File: src/rtl/noc_pe_node.sv
// PE network interface: credit-gated injection FIFO toward the router, always-accepting ejection path.
// Optional NOC_PE_STATS_EN adds 16-bit wrapping tx/rx flit counters.
module noc_pe_node #(
  parameter int DATA_W     = 20,
  parameter int CREDIT_MAX = 4,
  parameter int FIFO_DEPTH = 8
) (
  input  logic              clk,
  input  logic              RST,
  input  logic [DATA_W-1:0] tx_data,
  input  logic              tx_valid,
  output logic              tx_ready,
  output logic [DATA_W-1:0] dataout,
  output logic              out_valid,
  input  logic              ci,
  input  logic [DATA_W-1:0] datain,
  input  logic              in_valid,
  output logic              co,
  output logic [DATA_W-1:0] rx_data,
  output logic              rx_valid,
  output logic              credit_err
`ifdef NOC_PE_STATS_EN
  ,
  output logic [15:0]       tx_count,
  output logic [15:0]       rx_count
`endif
);

  localparam int AW = $clog2(FIFO_DEPTH);
  localparam int CW = $clog2(CREDIT_MAX + 1);
  localparam logic [CW-1:0] C_MAX = CW'(CREDIT_MAX);
  localparam logic [AW:0]   F_MAX = (AW + 1)'(FIFO_DEPTH);

  logic [DATA_W-1:0] r_mem [FIFO_DEPTH];
  logic [AW-1:0]     r_wptr, r_rptr;
  logic [AW:0]       r_count;
  logic [CW-1:0]     r_credit;
  logic [DATA_W-1:0] r_dataout, r_rx_data;
  logic              r_out_valid, r_rx_valid, r_co, r_credit_err;

  logic w_full, w_empty, w_push, w_send;

  // Occupancy is registered, so a flit pushed into an empty FIFO is not poppable until the next cycle.
  assign w_full   = (r_count == F_MAX);
  assign w_empty  = (r_count == '0);
  assign w_push   = tx_valid && !w_full;
  assign w_send   = !w_empty && (r_credit != '0);
  assign tx_ready = !w_full;

  always_ff @(posedge clk) begin
    if (w_push) r_mem[r_wptr] <= tx_data;
  end

  always_ff @(posedge clk or negedge RST) begin
    if (!RST) begin
      r_wptr       <= '0;
      r_rptr       <= '0;
      r_count      <= '0;
      r_credit     <= C_MAX;
      r_dataout    <= '0;
      r_out_valid  <= 1'b0;
      r_credit_err <= 1'b0;
    end else begin
      r_out_valid <= w_send;
      if (w_push) r_wptr <= r_wptr + AW'(1);
      if (w_send) begin
        r_rptr    <= r_rptr + AW'(1);
        r_dataout <= r_mem[r_rptr];
      end
      case ({w_push, w_send})
        2'b10:   r_count <= r_count + (AW + 1)'(1);
        2'b01:   r_count <= r_count - (AW + 1)'(1);
        default: r_count <= r_count;
      endcase
      // A credit returned while already full is dropped and flagged until reset.
      case ({w_send, ci})
        2'b10:   r_credit <= r_credit - CW'(1);
        2'b01: begin
          if (r_credit == C_MAX) r_credit_err <= 1'b1;
          else                   r_credit <= r_credit + CW'(1);
        end
        default: r_credit <= r_credit;
      endcase
    end
  end

  always_ff @(posedge clk or negedge RST) begin
    if (!RST) begin
      r_rx_data  <= '0;
      r_rx_valid <= 1'b0;
      r_co       <= 1'b0;
    end else begin
      r_rx_valid <= in_valid;
      r_co       <= in_valid;
      if (in_valid) r_rx_data <= datain;
    end
  end

`ifdef NOC_PE_STATS_EN
  logic [15:0] r_tx_count, r_rx_count;

  always_ff @(posedge clk or negedge RST) begin
    if (!RST) begin
      r_tx_count <= '0;
      r_rx_count <= '0;
    end else begin
      if (w_send)   r_tx_count <= r_tx_count + 16'd1;
      if (in_valid) r_rx_count <= r_rx_count + 16'd1;
    end
  end

  assign tx_count = r_tx_count;
  assign rx_count = r_rx_count;
`endif

  assign dataout    = r_dataout;
  assign out_valid  = r_out_valid;
  assign rx_data    = r_rx_data;
  assign rx_valid   = r_rx_valid;
  assign co         = r_co;
  assign credit_err = r_credit_err;

endmodule
File: config.mk
export PLATFORM = sky130hd
export DESIGN_NAME = noc_pe_node
export DESIGN_NICKNAME = d
export VERILOG_FILES = /design/src/rtl/noc_pe_node.sv
export SDC_FILE = /design/constraint.sdc
export NUM_CORES = 1
export LEC_CHECK = 0
export CORE_MARGIN = 1
export CORE_UTILIZATION = 50
export DETAILED_ROUTE_END_ITERATION = 8
export PLACE_DENSITY = 0.74
export RECOVER_POWER = 25
export SYNTH_ARGS = -nofsm -noshare
export SYNTH_HDL_FRONTEND = slang
export SYNTH_SLANG_ARGS = --single-unit
File: constraint.sdc
create_clock -name clk -period 8.1 [get_ports clk]
set_input_delay 2.025 -clock clk [delete_from_list [all_inputs] [get_ports clk]]
set_output_delay 2.025 -clock clk [all_outputs]
set_load 0.02 [all_outputs]
==> qor.csv <==
metric,value,unit
rsz0062_at_grt,false,
clk_pin_slew,60,ps
setup_viol_count_final,0,
cts_setup_buffers,0,
antenna_found_initial,0,
critPathLaunchType,input port,
gr-total-overflow,0,
syn_avg_cell_area,19.5,um2
syn-cell-area,0.00831,mm2
synth_fp_nets,476,
synth_top_area_share,57.8,%
power_density,362,mW/mm2
ys_seq_area_share,74.7,%
clk_latency,500,ps
vdd_ir_drop_max,0.000177,V
vias_per_cell,5.51,
route.detailed.drc,0,
hold_viol_final,0,
cts-root-buf,clkbuf_16,
synthArstFlopShare,25.9,%
synth.most_common_cell,edfxtp_1,
netlist_instances,425,
regToRegStartpoint,r_count[0]$_DFFE_PN0P_,
fin_crit,4670,ps
grt_pass1_wl,22400,um
status,"complete, but fails checks",
drive_gt1_share,21.1,%
pin_count,90,
gp_congestion,0.734,
cp_data_arrival_time,4320,ps
crit_path_end_kind,asynchronous set/reset pin,
critPathMaxFanout,56,
h-tree-depth,1,
critPathKind,in2async,
core_area,0.0161,mm2
wl,14900,um
die_area,0.0171,mm2
path_buf_inv,2,
yosysTopAreaCell,edfxtp_1,
crit_start,RST,
portBuffers,89,
synth-edff-count,160,
area_growth,22.2,%
grt_max_degree,57,
crit_chain,buf_2 -> clkbuf_1,
fmax,214,MHz
hold_slack,473,ps
postRouteAntennaNets,0,
hp-start,credit_err$_DFFE_PN0P_,
p_leak,3.54,nW
critical-path-max-stage-delay,2210,ps
cts_tree,yes,
drt_first_pass_iters,4,
grt_usage,17.9,%
yosysWarnings,0,
period_share,57.6,%
drt_iter0_markers,240,
min_path_type,reg2reg,
drv_cap,2,
synth_top_flop_cell,edfxtp_1,
worstMarginPinSlew,3150,ps
die_w,131,um
routedWlPerCell,19.7,um
start_util,51.7,%
slew-limit-headroom,-110,%
ctsResizeCount,0,
first_global_vias,4175,
fin_nets,575,
clock_path_buffers,3,
diodes,0,
yosys.cell_types.count,41,
fp.dieH,131,um
cts.sinks,216,
rows,46,
ys_top_cells_by_count,"edfxtp_1, dfrtp_1, mux4_2",
slew_violations,104,
finish.utilization,63.2,%
fin_setup_tns,0,ps
worst_path_max_delay_cell,clkbuf_1,
fin_worst_skew,8.53,ps
place_hpwl,8900,um
cts_hold_buf,0,
crit_required,7750,ps
ys_ff_latch,216,
violations,"max-capacitance violations, max-slew violations",
total_power,3.68,mW
numCtsBuffers,22,
dr_total_vias,4162,
synth_area_leaders,"edfxtp_1, dfrtp_1, mux4_2",
crit_family,buffers and inverters,
==> sequential cells by signal (all words and copies together), names as in the netlist <==
register	cells
r_credit	3
r_wptr	3
r_mem	160
r_count	4
co	1
r_rptr	3
rx_data	20
dataout	20
credit_err	1
out_valid	1
==> cell type report <==
type,count,area [um2]
multi-input combinational,186,2010
tap,216,270
fill,1098,5910
timing repair buffer,98,950
clock buffer,26,587
clock inverter,14,123
sequential,216,6210
==> cell families (layout without fill, tap and decap cells) <==
logic type	after synthesis	after routing	share of synthesized area, %
flip-flops	216	216	74.7
AO/OA/AOI/OAI	32	32	2.36
buffers and inverters	23	138	1.31
multiplexers	83	83	16.4
adder cells (fa/ha/maj)	6	6	0.994
XOR/XNOR	10	10	1.05
AND/OR/NAND/NOR	55	55	3.19
==> metal layers <==
metal / track usage [%] / vias to the layer above / share of wire, % / routed length (um)
met5: 0 / - / 0 / 0
met4: 5.00 / 0 / 2.1 / 306
met3: 3.46 / 26 / 5.7 / 853
met2: 32.2 / 144 / 51 / 7590
met1: 22.1 / 2107 / 41 / 6140
li1: - / 1885 / - / -
==> path summary, 6_finish.rpt <==
path	to	slack (ps)	depth (start not counted)
hold / removal	credit_err$_DFFE_PN0P_	470	1
hold reg to reg	credit_err$_DFFE_PN0P_	470	1
setup reg to reg	r_count[2]$_DFFE_PN0P_	3720	9
max in group clk	r_count[2]$_DFFE_PN0P_	3720	9
min in group asynchronous	r_credit[1]$_DFFE_PN0P_	2660	2
setup / recovery	r_rptr[1]$_DFFE_PN0P_	3430	2
==> stage by stage <==
stage	instance area [um2]	cells	setup WS, ps
2_1_floorplan	8310	425	3870
3_3_place_gp	9460	716	3760
3_5_place_dp	9460	716	3740
4_1_cts	10200	756	3890
5_1_grt	10100	756	2750
6_report	10100	756	3430
==> power by group <==
part	switching, mW	internal, mW
registers	0.108	1.43
logic	0.600	0.551
clock network	0.401	0.582
total	1.11	2.57
==> placed cells by master, fill, tap and decap left out, types with 6 or more instances in the layout <==
master / Yosys / final
mux4_2: 40 / 40
nor2_1: 29 / 23
nor2_2: 0 / 6
dfrtp_1: 55 / 54
clkbuf_16: 0 / 23
mux2_2: 21 / 21
a21oi_1: 22 / 22
mux2i_1: 20 / 20
edfxtp_1: 160 / 160
buf_4: 1 / 8
clkdlybuf4s50_1: 0 / 81
dlygate4sd3_1: 0 / 7
No activity file was read; power rests on OpenSTA's default activity.
